<file path="src/rtl/mac_pkg.sv">
// Shared definitions for the MAC frame engine: FSM state encodings and
// elaboration-time parameter checks.
package mac_pkg;

    typedef enum logic [1:0] {
        ST_IDLE  = 2'd0,
        ST_RUN   = 2'd1,
        ST_DRAIN = 2'd2,
        ST_DONE  = 2'd3
    } mac_state_e;

    // Accumulator must hold at least one full-width product.
    function automatic bit acc_w_ok(input int unsigned data_w, input int unsigned acc_w);
        return acc_w >= 2 * data_w;
    endfunction

endpackage

</file>
<file path="src/rtl/mac_frame_engine_if.sv">
// Operand/control/result bundle between the operand source, the MAC frame
// engine and the result consumer.
interface mac_frame_engine_if #(
    parameter int unsigned DATA_W = 4,
    parameter int unsigned ACC_W  = 12,
    parameter int unsigned LEN    = 10
);
    localparam int unsigned CNT_W = $clog2(LEN + 1);

    logic                  go;
    logic                  abort;
    logic                  in_valid;
    logic                  in_ready;
    logic [DATA_W-1:0]     a;
    logic [DATA_W-1:0]     b;
    logic [2*DATA_W-1:0]   prod_out;
    logic [ACC_W-1:0]      sum_out;
    logic [CNT_W-1:0]      count_out;
    logic                  busy;
    logic                  done;
    logic                  overflow;

    modport master (
        output go, abort, in_valid, a, b,
        input  in_ready, prod_out, sum_out, count_out, busy, done, overflow
    );

    modport slave (
        input  go, abort, in_valid, a, b,
        output in_ready, prod_out, sum_out, count_out, busy, done, overflow
    );

endinterface

</file>
<file path="src/rtl/mac_mult_stage.sv">
// Registered multiplier with enable and synchronous clear; operands are
// sign- or zero-extended to the full product width before multiplying.
module mac_mult_stage #(
    parameter int unsigned DATA_W = 4,
    parameter int unsigned SIGNED = 0
) (
    input  logic                  clk,
    input  logic                  rst_n,
    input  logic                  clr,
    input  logic                  en,
    input  logic [DATA_W-1:0]     a,
    input  logic [DATA_W-1:0]     b,
    output logic [2*DATA_W-1:0]   prod,
    output logic                  vld
);
    localparam int unsigned PW = 2 * DATA_W;

    logic [PW-1:0] a_x, b_x;
    logic [PW-1:0] prod_d, prod_q;
    logic          vld_d, vld_q;

    // Truncated product of extended operands is exact in two's complement.
    always_comb begin
        a_x    = {{DATA_W{(SIGNED != 0) && a[DATA_W-1]}}, a};
        b_x    = {{DATA_W{(SIGNED != 0) && b[DATA_W-1]}}, b};
        prod_d = prod_q;
        vld_d  = en;
        if (clr) begin
            prod_d = '0;
            vld_d  = 1'b0;
        end else if (en) begin
            prod_d = a_x * b_x;
        end
    end

    always_ff @(posedge clk or negedge rst_n) begin
        if (!rst_n) begin
            prod_q <= '0;
            vld_q  <= 1'b0;
        end else begin
            prod_q <= prod_d;
            vld_q  <= vld_d;
        end
    end

    assign prod = prod_q;
    assign vld  = vld_q;

endmodule

</file>
<file path="src/rtl/mac_frame_engine.sv">
// Frame-based multiply-accumulate engine: accepts LEN operand pairs after go,
// pulses done with the final sum. MAC_SAT_EN selects saturating accumulation.
module mac_frame_engine
    import mac_pkg::*;
#(
    parameter int unsigned DATA_W = 4,
    parameter int unsigned ACC_W  = 12,
    parameter int unsigned LEN    = 10,
    parameter int unsigned SIGNED = 0
) (
    input  logic               clk,
    input  logic               rst_n,
    mac_frame_engine_if.slave  bus
);
    localparam int unsigned CNT_W = $clog2(LEN + 1);
    localparam int unsigned PW    = 2 * DATA_W;

    if (!acc_w_ok(DATA_W, ACC_W)) begin : g_bad_acc_w
        $error("mac_frame_engine: ACC_W must be >= 2*DATA_W");
    end
    if (LEN < 1) begin : g_bad_len
        $error("mac_frame_engine: LEN must be >= 1");
    end

    mac_state_e        state_d, state_q;
    logic [CNT_W-1:0]  count_d, count_q;
    logic [ACC_W-1:0]  sum_d, sum_q, sum_nx;
    logic              ovf_d, ovf_q;
    logic [DATA_W-1:0] a_d, a_q, b_d, b_q;
    logic              v0_d, v0_q;
    logic              in_ready_d, in_ready_q;
    logic              busy_d, busy_q;
    logic              done_d, done_q;
    logic              start, accept, step_ovf;
    logic [PW-1:0]     prod;
    logic              prod_vld;
    logic [ACC_W:0]    sum_x, prod_x, add_x;
`ifdef MAC_SAT_EN
    logic [ACC_W-1:0]  sat_v;
`endif

    mac_mult_stage #(
        .DATA_W (DATA_W),
        .SIGNED (SIGNED)
    ) u_mult (
        .clk   (clk),
        .rst_n (rst_n),
        .clr   (start),
        .en    (v0_q & ~bus.abort),
        .a     (a_q),
        .b     (b_q),
        .prod  (prod),
        .vld   (prod_vld)
    );

    // Next sum: one extra bit catches carry-out (unsigned) or sign flip (signed).
    always_comb begin
        sum_x  = {(SIGNED != 0) && sum_q[ACC_W-1], sum_q};
        prod_x = {{(ACC_W + 1 - PW){(SIGNED != 0) && prod[PW-1]}}, prod};
        add_x  = sum_x + prod_x;
        if (SIGNED != 0) step_ovf = add_x[ACC_W] ^ add_x[ACC_W-1];
        else             step_ovf = add_x[ACC_W];
`ifdef MAC_SAT_EN
        if (SIGNED != 0)
            sat_v = add_x[ACC_W] ? {1'b1, {(ACC_W-1){1'b0}}} : {1'b0, {(ACC_W-1){1'b1}}};
        else
            sat_v = '1;
        sum_nx = step_ovf ? sat_v : add_x[ACC_W-1:0];
`else
        sum_nx = add_x[ACC_W-1:0];
`endif
    end

    always_comb begin
        state_d = state_q;
        count_d = count_q;
        sum_d   = sum_q;
        ovf_d   = ovf_q;
        a_d     = a_q;
        b_d     = b_q;
        v0_d    = 1'b0;
        start   = 1'b0;
        accept  = bus.in_valid & in_ready_q & ~bus.abort;

        case (state_q)
            ST_IDLE: if (bus.go && !bus.abort) begin
                start   = 1'b1;
                state_d = ST_RUN;
                count_d = '0;
                sum_d   = '0;
                ovf_d   = 1'b0;
            end
            ST_RUN:   if (count_q == CNT_W'(LEN)) state_d = ST_DRAIN;
            ST_DRAIN: state_d = ST_DONE;
            ST_DONE:  state_d = ST_IDLE;
            default:  state_d = ST_IDLE;
        endcase

        if (accept) begin
            count_d = count_q + CNT_W'(1);
            a_d     = bus.a;
            b_d     = bus.b;
            v0_d    = 1'b1;
        end

        if (prod_vld && !bus.abort) begin
            sum_d = sum_nx;
            ovf_d = ovf_q | step_ovf;
        end

        // Abort freezes partial results and drops any in-flight products.
        if (bus.abort) state_d = ST_IDLE;

        in_ready_d = (state_d == ST_RUN) && (count_d < CNT_W'(LEN));
        busy_d     = (state_d == ST_RUN) || (state_d == ST_DRAIN);
        done_d     = (state_d == ST_DONE);
    end

    always_ff @(posedge clk or negedge rst_n) begin
        if (!rst_n) begin
            state_q    <= ST_IDLE;
            count_q    <= '0;
            sum_q      <= '0;
            ovf_q      <= 1'b0;
            a_q        <= '0;
            b_q        <= '0;
            v0_q       <= 1'b0;
            in_ready_q <= 1'b0;
            busy_q     <= 1'b0;
            done_q     <= 1'b0;
        end else begin
            state_q    <= state_d;
            count_q    <= count_d;
            sum_q      <= sum_d;
            ovf_q      <= ovf_d;
            a_q        <= a_d;
            b_q        <= b_d;
            v0_q       <= v0_d;
            in_ready_q <= in_ready_d;
            busy_q     <= busy_d;
            done_q     <= done_d;
        end
    end

    assign bus.in_ready  = in_ready_q;
    assign bus.prod_out  = prod;
    assign bus.sum_out   = sum_q;
    assign bus.count_out = count_q;
    assign bus.busy      = busy_q;
    assign bus.done      = done_q;
    assign bus.overflow  = ovf_q;

endmodule

</file>
<file path="src/flat_wrapper.sv">
// flat-port wrapper written by rule: the top's interface ports become plain ports
module mac_frame_engine_flat import mac_pkg::*;
#(
    parameter int unsigned DATA_W = 4,
    parameter int unsigned ACC_W  = 12,
    parameter int unsigned LEN    = 10,
    parameter int unsigned SIGNED = 0
)
  (clk, rst_n, bus_go, bus_abort, bus_in_valid, bus_a, bus_b, bus_in_ready, bus_prod_out, bus_sum_out, bus_count_out, bus_busy, bus_done, bus_overflow);
  mac_frame_engine_if #(.DATA_W(DATA_W), .ACC_W(ACC_W), .LEN(LEN)) bus_i ();
  input  logic clk;
  input  logic rst_n;
  input wire logic [$bits(bus_i.go)-1:0] bus_go;
  input wire logic [$bits(bus_i.abort)-1:0] bus_abort;
  input wire logic [$bits(bus_i.in_valid)-1:0] bus_in_valid;
  input wire logic [$bits(bus_i.a)-1:0] bus_a;
  input wire logic [$bits(bus_i.b)-1:0] bus_b;
  output wire logic [$bits(bus_i.in_ready)-1:0] bus_in_ready;
  output wire logic [$bits(bus_i.prod_out)-1:0] bus_prod_out;
  output wire logic [$bits(bus_i.sum_out)-1:0] bus_sum_out;
  output wire logic [$bits(bus_i.count_out)-1:0] bus_count_out;
  output wire logic [$bits(bus_i.busy)-1:0] bus_busy;
  output wire logic [$bits(bus_i.done)-1:0] bus_done;
  output wire logic [$bits(bus_i.overflow)-1:0] bus_overflow;
  assign bus_i.go = bus_go;
  assign bus_i.abort = bus_abort;
  assign bus_i.in_valid = bus_in_valid;
  assign bus_i.a = bus_a;
  assign bus_i.b = bus_b;
  assign bus_in_ready = bus_i.in_ready;
  assign bus_prod_out = bus_i.prod_out;
  assign bus_sum_out = bus_i.sum_out;
  assign bus_count_out = bus_i.count_out;
  assign bus_busy = bus_i.busy;
  assign bus_done = bus_i.done;
  assign bus_overflow = bus_i.overflow;
  mac_frame_engine #(.DATA_W(DATA_W), .ACC_W(ACC_W), .LEN(LEN), .SIGNED(SIGNED)) u_core (.clk(clk), .rst_n(rst_n), .bus(bus_i));
endmodule
</file>
<file path="config.mk">
export PLATFORM = sky130hd
export DESIGN_NAME = mac_frame_engine_flat
export DESIGN_NICKNAME = d
export VERILOG_FILES = /design/src/rtl/mac_pkg.sv /design/src/rtl/mac_frame_engine_if.sv /design/src/rtl/mac_mult_stage.sv /design/src/rtl/mac_frame_engine.sv /design/src/flat_wrapper.sv
export SDC_FILE = /design/constraint.sdc
export NUM_CORES = 1
export LEC_CHECK = 0
export CORE_AREA = 2 2 63 80
export CTS_CLUSTER_DIAMETER = 50
export CTS_CLUSTER_SIZE = 24
export DETAILED_ROUTE_END_ITERATION = 10
export DIE_AREA = 0 0 65 82
export PLACE_DENSITY = 0.81
export REMOVE_ABC_BUFFERS = 1
export SYNTH_ARGS = -nofsm -noshare
export SYNTH_HDL_FRONTEND = slang
export SYNTH_HIERARCHICAL = 1
export SYNTH_SLANG_ARGS = --single-unit
export TNS_END_PERCENT = 5
</file>
<file path="constraint.sdc">
create_clock -name clk -period 5.5 [get_ports clk]
set_input_delay 0.55 -clock clk [delete_from_list [all_inputs] [get_ports clk]]
set_output_delay 0.55 -clock clk [all_outputs]
set_load 0.02 [all_outputs]
</file>
# --- Word-level counts from Yosys, hierarchy flattened ---
# Index checks and enable logic that the tools add are counted.
word_totals:
  register_bits: 40
  inputBits: 13
  output_inout_bits: 28
  wordCells: 57
op_classes:
  n_addsub: 2
  multipliers: 1
  order_cmp: 1
  n_eq_ne: 7
  muxes: 19
  bitwise: 5
  reduce_logical: 10
ops:
  columns: ["op", "count"]
  rows:
  - ["two-way mux 12 bit", 3]
  - ["two-way mux 8 bit", 2]
  - ["adder 12 x 8 -> 13 bit", 1]
  - ["two-way mux 4 bit", 3]
  - ["equality test 2 bit (second input constant)", 4]
  - ["multiplier 4 x 4 -> 8 bit", 1]
  - ["one-hot mux 2 bit (4 select lines)", 1]
  - ["two-way mux 1 bit", 7]
  - ["two-way mux 2 bit", 3]
  - ["nonzero test 2 bit", 3]
  - ["adder 4 x 1 -> 4 bit (second input constant)", 1]
  - ["equality test 2 x 1 -> 1 bit (second input constant)", 2]
  - ["equality test 4 bit (second input constant)", 1]
  - ["less-than comparator 4 bit (second input constant)", 1]
  - ["bitwise AND 1 bit", 3]
  - ["logical AND 1 bit", 3]
  - ["zero test 2 bit", 1]
  - ["AND reduction 2 bit", 1]
  - ["zero test 1 bit", 1]
  - ["logical OR 1 bit", 1]
  - ["inverter 1 bit", 1]
  - ["bitwise OR 1 bit", 1]

# --- Depth between registers and ports, before layout ---
# Gate-level depths: netlist (run 1).
depth:
  word_depth: 7
  mapped_depth: 10
  mapped_depth_nobuf: 10

# --- By module ---
# Netlist (run 1), hierarchy kept.
modules_own_cells:
  columns: ["mod", "instances", "cells_per_inst", "area_per_inst_um2", "seq_area_each_um2"]
  rows:
  - ["mac_frame_engine", 1, 170, 1639.1, 775.7]
  - ["mac_mult_stage", 1, 82, 797.0, 225.2]

# --- Least setup slack after synthesis (run 1) ---
# No wires, ideal clock.
synth_timing:
  path_type: "reg2reg"
  start: "reg u_core.a_q[0]"
  end: "reg u_core.u_mult.prod_q[6], in the netlist u_core/u_mult/prod[6]"
  setup_ps: 126
  arrival_ps: 2660
  required_time_ps: 5374
  setup_slack_ps: 2714
  path_stages_with_launch: 11
  n_path_buf: 0
  period_less_slack_ps: 2786
  path_cell_list: "dfrtp_1 > nand2_1 > fa_1 > inv_1 > fa_1 > inv_1 > fa_1 > nand2b_1 > a21oi_1 > nor3_1 > a221o_1"
synth_between:
  elab_chain_cells: 3
synth_rtl:
  columns: ["item", "line_no", "text"]
  rows:
  - ["start: declaration", "mac_frame_engine.sv:29", "logic [DATA_W-1:0] a_d, a_q, b_d, b_q;"]
  - ["start signal: assignment", "mac_frame_engine.sv:125", "a_q <= '0;"]
  - ["start signal: assignment", "mac_frame_engine.sv:136", "a_q <= a_d;"]
  - ["multiplier 4 x 4 -> 8 bit", "mac_mult_stage.sv:32", "prod_d = a_x * b_x;"]
  - ["two-way mux 8 bit", "mac_mult_stage.sv:31", "end else if (en) begin"]
  - ["two-way mux 8 bit", "mac_mult_stage.sv:28", "if (clr) begin"]
  - ["end signal: assignment", "mac_mult_stage.sv:41", "prod_q <= prod_d;"]
  - ["end: declaration", "mac_mult_stage.sv:19", "logic [PW-1:0] prod_d, prod_q;"]
# No other way between the ends. The select of a mux whose other input is x is not followed.
# A chain may end at the register's enable or synchronous reset.

# --- Worst setup path after layout (run 1) ---
# Same ends and word-level chain as after synthesis.

==> flow_metrics.tcl, run 1 <==
set metrics [dict create \
    outcome "finished clean" \
    drt_wl_total_um 4759 \
    dr.first_iter.drc_count 90 \
    number_of_antenna_repair_diodes 0 \
    cellLeakagePower_nw 1.499 \
    grt_antenna_before_repair 0 \
    cp-end-kind "flip-flop" \
    hp-class "input pin to asynchronous set/reset pin" \
    post_synth.cell_area_avg_um2 9.667 \
    ys_async_sr_fraction_pct 100.0 \
    edff_count_synth 0 \
    finalNonFillerCells 355 \
    drt_pass1_iterations 4 \
    placedCellCount 348 \
    ioPinCount 41 \
    coreArea_um2 4589 \
    yosysMostFrequentCell "nand2_1" \
    floorplan.die.height_um 82 \
    post-route-drc-count 0 \
    final_util_pct 65.68 \
    initial_core_util_pct 53.08 \
    critical_path.startpoint_type "flip-flop" \
    yosysTopAreaCell "dfrtp_1" \
    cts-htree-levels 2 \
    post_cts_hold_fix_bufs 0 \
    maximum_number_of_pins_on_one_net_before_global_route_repair 41 \
    arrival_ns 3.16 \
    max_slew.worst_pin.slew_ns 0.9214 \
    std_cell_rows 28 \
    fillcell_total 368 \
    cts_tree "built" \
    area_delta_synth_final_pct 23.73 \
    fmax_mhz 335.4 \
    finalCritPeriodShare_pct 54.21 \
    floorplan.die_area_um2 5330 \
    maxCapViolations 0 \
    ir_drop_mv 0.1951 \
    synthesis.instances 252 \
    design.final.nets 337 \
    finalHoldViolations 0 \
    relSlewSlack_pct 38.45 \
    finalMaxSlewViolations 0 \
    p_per_area_nw_per_um2 263.9 \
    cts.root.buffer_cell "clkbuf_8" \
    power.total_w 0.0007953 \
    tns_ns 0 \
    insertion_delay_ns 0.29 \
    routedWlPerCell_um 13.41 \
    report.final.setup_viol 0 \
    synth.area.top_cells "dfrtp_1, ha_1, nand2_1" \
    ys_top_cells_by_count "nand2_1, dfrtp_1, ha_1" \
    r2r.worst_path.cells 10 \
    dpl-instance-area_um2 2885 \
    cts.path.max_buffers 2 \
    synth_largest_type_area_fraction_pct 41.09 \
    worst-endpoint-required_ns 5.67 \
    finalClockSkew_ns 0.007228 \
    synth.yosys.seq_area_share_pct 41.09 \
    layout_min_cycle_time_ns 2.982 \
    tritoncts_num_sinks 40 \
    critPathKind "flip-flop to flip-flop" \
    aggregate_global_routing_overflow 0 \
    antenna_violating_nets_post_route 0 \
    routabilityCongestion 0.9252 \
    hpwl_um 3617 \
    syn-cell-area_um2 2436 \
    grt_usage_pct 19.82 \
    worst-path-max-fanout 5 \
    postSynth.topFlopCell "dfrtp_1" \
    area_taken_by_flip_flops_and_latches_um2 1001 \
    rsz0062_at_grt "no" \
    post_cts.resized_instances 0 \
    post-cts-setup-buffer-count 0 \
    synth_cell_type_count 42 \
    multi_input_combinational_cell_area_um2 1369 \
    path_clk_slew_ns 0.07 \
    fin_area_um2 3014 \
    placement.io_buffers 40 \
    numCtsBuffers 5 \
    via_per_inst 5.327 \
    yosysWarnings 6 \
    final_layout_size_suffix_gt1_share_pct 4.407 \
    routed-via-count 1891 \
    wire_length_of_the_first_global_routing_pass_um 8128 \
    first_global_vias 1839 \
    number_of_register_bits_inferred_by_synthesis 40 \
    horizontal_extent_of_the_die_um 65 \
]
[logic make-up (layout without fill, tap and decap cells)]
kind of cell,count (synthesis),count (layout),synth area share (%)
flip-flops,40,40,41.09
adder cells (fa/ha/maj),29,29,16.44
XOR/XNOR,7,7,2.517
AND/OR/NAND/NOR,104,104,19.98
buffers and inverters,16,59,2.722
AO/OA/AOI/OAI,47,47,13.51
multiplexers,9,9,3.749
[power by group]
group | internal (W) | switching, W
Clock | 0.000179 | 0.0000977
Sequential | 0.000317 | 0.0000252
Combinational | 0.0000776 | 0.0000995
[routing by layer]
layer	global-route usage, %	up-vias	wire length [um]
li1	-	952	-
met1	23.63	877	2068
met2	34.74	51	2416
met3	4.247	11	162
met4	8.085	0	110
met5	0	-	0
[stage by stage]
stage	setup slack [ns]	hold WS, ns
6_report	2.518	0.3814
5_1_grt	2.345	0.4557
4_1_cts	2.505	0.4114
3_5_place_dp	2.565	0.4882
3_3_place_gp	2.637	0.4816
2_1_floorplan	2.704	0.2544
[worst paths after layout]
check / start / end / slack, ns
max in group asynchronous: rst_n / u_core/a_q[1]$_DFFE_PN0N_ / 4.55
max reg2reg: u_core/a_q[0]$_DFFE_PN0N_ / u_core/u_mult/prod[6]$_DFFE_PN0P_ / 2.52
min in group clk: u_core/bus.overflow$_DFFE_PN0P_ / u_core/bus.overflow$_DFFE_PN0P_ / 0.50
min: rst_n / u_core/bus.sum_out[6]$_DFFE_PN0P_ / 0.38
min reg2reg: u_core/bus.overflow$_DFFE_PN0P_ / u_core/bus.overflow$_DFFE_PN0P_ / 0.50
max: u_core/a_q[0]$_DFFE_PN0N_ / u_core/u_mult/prod[6]$_DFFE_PN0P_ / 2.52
[critical path, stage by stage (launching register included)]
cell and delay, ns:
dfrtp_1 0.40, nand2_1 0.10, fa_1 0.53, inv_1 0.05, fa_1 0.58, inv_1 0.08, fa_1 0.46, nand2b_1 0.16
a21oi_1 0.17, nor3_1 0.07, a221o_1 0.27
[flip-flops by register name, summed over array words and instances, names as in the netlist]
register              cells
u_core/bus.sum_out       12
u_core/u_mult/prod        8
u_core/a_q                4
u_core/b_q                4
u_core/bus.count_out      4
u_core/state_q            2
u_core/bus.busy           1
u_core/bus.done           1
u_core/bus.in_ready       1
u_core/bus.overflow       1
u_core/u_mult/vld         1
u_core/v0_q               1
[cell type report]
class,instances,area share (%)
multi-input combinational,196,45.41
sequential,40,33.21
timing repair buffer,40,13.12
tap,60,2.491
clock buffer,5,2.283
clock inverter,2,1.993
inverter,12,1.494
[cell usage in the layout, fill, tap and decap left out, types with 5 or more instances in the layout]
cell and n:
o21ai_0 13, mux2i_1 8, inv_1 12, fa_1 5
clkbuf_8 5, dfrtp_1 40, ha_1 24, nor2_1 18
and2_1 15, clkdlybuf4s50_1 39, a21oi_1 7, nand2_1 47
No activity file was read; power rests on OpenSTA's default activity.
==> run 2, diff against run 1 <==
--- a/config.mk
+++ b/config.mk
@@ -5,12 +5,12 @@
 export SDC_FILE = /design/constraint.sdc
 export NUM_CORES = 1
 export LEC_CHECK = 0
-export CORE_AREA = 2 2 63 80
+export CORE_AREA = 2 2 67 85
 export CTS_CLUSTER_DIAMETER = 50
 export CTS_CLUSTER_SIZE = 24
 export DETAILED_ROUTE_END_ITERATION = 10
-export DIE_AREA = 0 0 65 82
-export PLACE_DENSITY = 0.81
+export DIE_AREA = 0 0 69 87
+export PLACE_DENSITY = 0.76
 export REMOVE_ABC_BUFFERS = 1
 export SYNTH_ARGS = -nofsm -noshare
 export SYNTH_HDL_FRONTEND = slang
==> constraint.sdc (replaced) <==
create_clock -name clk -period 2.7 [get_ports clk]
set_input_delay 0.27 -clock clk [delete_from_list [all_inputs] [get_ports clk]]
set_output_delay 0.27 -clock clk [all_outputs]
set_load 0.02 [all_outputs]
==> run 2 against run 1 <==
Compared with the run above: the flow now finishes with violations (setup timing); core utilization fell by 6.9 points; setup slack worse by 2.5 ns; global-route usage fell by 1.4 points; flip-flop and latch count unchanged; critical path depth is 1 higher.
==> flow_metrics.tcl, run 2 (synthesized netlist as in run 1, its figures left out) <==
set metrics [dict create \
    critical_path.startpoint_type "flip-flop" \
    globalRouteMet2Util_pct 33.04 \
    aggregate_global_routing_overflow 0 \
    p_per_area_nw_per_um2 488.1 \
    timing.critical_path.to "u_core/u_mult/prod[6]$_DFFE_PN0P_" \
    std_cell_rows 30 \
    r2r.worst_path.cells 11 \
    outcome "complete, but fails checks" \
    regToRegEndpoint "u_core/u_mult/prod[6]$_DFFE_PN0P_" \
    ir_drop_mv 0.3735 \
    rr_startpoint "u_core/b_q[1]$_DFFE_PN0N_" \
    post_cts_hold_fix_bufs 0 \
    tns_ns -0.01712 \
    insertion_delay_ns 0.30 \
    global_route.usage.met1_pct 20.12 \
    via_per_inst 5.305 \
    grt_usage_pct 18.37 \
    cp-end-kind "flip-flop" \
    tritoncts_num_sinks 40 \
    grt_most_used_layer "met2" \
    power.total_w 0.001508 \
    horizontal_extent_of_the_die_um 69 \
    critPathKind "flip-flop to flip-flop" \
    report.final.setup_viol 1 \
    initial_core_util_pct 46.36 \
    cts-htree-levels 2 \
    cts.root.buffer_cell "clkbuf_8" \
    dr.first_iter.drc_count 80 \
    routed-via-count 1968 \
    maximum_number_of_pins_on_one_net_before_global_route_repair 41 \
    finalMaxSlewViolations 0 \
    routabilityCongestion 0.8028 \
    hpwl_um 3896 \
    max_slew.worst_pin.slew_ns 0.8782 \
    place_ws_ns -0.2100 \
    floorplan.die.height_um 87 \
    path_clk_slew_ns 0.08 \
    finalClockSkew_ns 0.008450 \
    cts.path.max_buffers 2 \
    wire_length_of_the_first_global_routing_pass_um 8763 \
    placedCellCount 363 \
    final.setup.worst_slack_ns -0.01712 \
    worst-path-max-fanout 4 \
    final_common_cell "nand2_1" \
    post-cts-setup-buffer-count 0 \
    layout_min_cycle_time_ns 2.717 \
    flip_flop_count_of_the_largest_register_all_copies_and_words_added 12 \
    violations "setup timing" \
    design.final.nets 348 \
    routedWlPerCell_um 13.89 \
    maxCapViolations 0 \
    ioPinCount 41 \
    drt_pass1_iterations 4 \
    fmax_mhz 368.0 \
    cellLeakagePower_nw 1.551 \
    worst-endpoint-required_ns 2.88 \
    finalNonFillerCells 371 \
    worst_setup_path_startpoint "u_core/b_q[1]$_DFFE_PN0N_" \
    hold_slack_ns 0.08602 \
    arrival_ns 2.90 \
    coreArea_um2 5255 \
    reg2reg_setup_slack_ns -0.02 \
    mostFrequentLayoutCells "nand2_1, dfrtp_1, clkdlybuf4s50_1" \
    relSlewSlack_pct 41.46 \
    area_delta_synth_final_pct 26.81 \
    drt_wl_total_um 5155 \
    antenna_violating_nets_post_route 0 \
    first_global_vias 1941 \
    number_of_antenna_repair_diodes 0 \
    grt_util_met3_pct 4.398 \
    floorplan.die_area_um2 6003 \
    hp-class "input pin to asynchronous set/reset pin" \
    rsz0062_at_grt "yes" \
    finalCritPeriodShare_pct 100.6 \
    placement.io_buffers 40 \
    final_layout_size_suffix_gt1_share_pct 10.10 \
    post-route-drc-count 0 \
    finalHoldViolations 0 \
    cts_tree "built" \
    numCtsBuffers 5 \
    grt_antenna_before_repair 0 \
]
## run 2: through the flow
stage / cell area, um2 / util, %
CTS: 3074 / 58.50
floorplan: 2415 / -
global route: 3089 / 58.79
finish: 3089 / 58.79
global placement: 2973 / 56.57
detailed placement: 2973 / 56.57
## run 2: worst min path at each step
| stage | start | end | cells after the start |
|---|---|---|---|
| 2_1_floorplan | rst_n | u_core/a_q[0]$_DFFE_PN0N_ | 0 |
| 3_3_place_gp | rst_n | u_core/bus.sum_out[6]$_DFFE_PN0P_ | 1 |
| 3_5_place_dp | rst_n | u_core/bus.sum_out[6]$_DFFE_PN0P_ | 1 |
| 4_1_cts | rst_n | u_core/bus.sum_out[6]$_DFFE_PN0P_ | 1 |
| 5_1_grt | rst_n | u_core/u_mult/prod[6]$_DFFE_PN0P_ | 1 |
| 6_report | rst_n | u_core/bus.sum_out[7]$_DFFE_PN0P_ | 1 |
## run 2: what timing repair did
item | in CTS | in global routing
pin swaps | 3 | 2
resized for setup | 4 | 3
hold endpoints to repair | 0 | 0
setup endpoints to repair | 3 | 3
## run 2: layout make-up
cell class	count	area [um2]
clock buffer	5	68.82
clock inverter	3	18.77
fill	452	2166
inverter	12	45.04
multi-input combinational	196	1398
sequential	40	1001
tap	64	80.08
timing repair buffer	51	478.0
## run 2: metal layers
layer / wire length [um] / vias up
met5: 0 / -
met4: 163 / 0
met3: 209 / 13
met2: 2725 / 55
met1: 2056 / 923
li1: - / 977
## run 2: report_power, final
group | switching (W) | internal [W]
Sequential | 0.0000385 | 0.000645
Clock | 0.000218 | 0.000180
Combinational | 0.000232 | 0.000195
Total | 0.000488 | 0.00102
## run 2: worst max-delay path, cell delays in order (launching register included)
cell      delay [ns]
dfrtp_1         0.38
buf_4           0.14
and2_1          0.15
ha_1            0.30
ha_1            0.28
ha_1            0.19
inv_1           0.10
fa_2            0.40
nand2b_4        0.16
a21oi_4         0.16
nor3_2          0.06
a221o_1         0.29
==> run 3, diff against run 2 <==
--- a/config.mk
+++ b/config.mk
@@ -6,6 +6,7 @@
 export NUM_CORES = 1
 export LEC_CHECK = 0
 export CORE_AREA = 2 2 67 85
+export CTS_BUF_LIST = sky130_fd_sc_hd__clkbuf_8 sky130_fd_sc_hd__clkbuf_16
 export CTS_CLUSTER_DIAMETER = 50
 export CTS_CLUSTER_SIZE = 24
 export DETAILED_ROUTE_END_ITERATION = 10
==> results of run 3 <==
No change in the layout: final DEF, timing and power equal those of run 2.
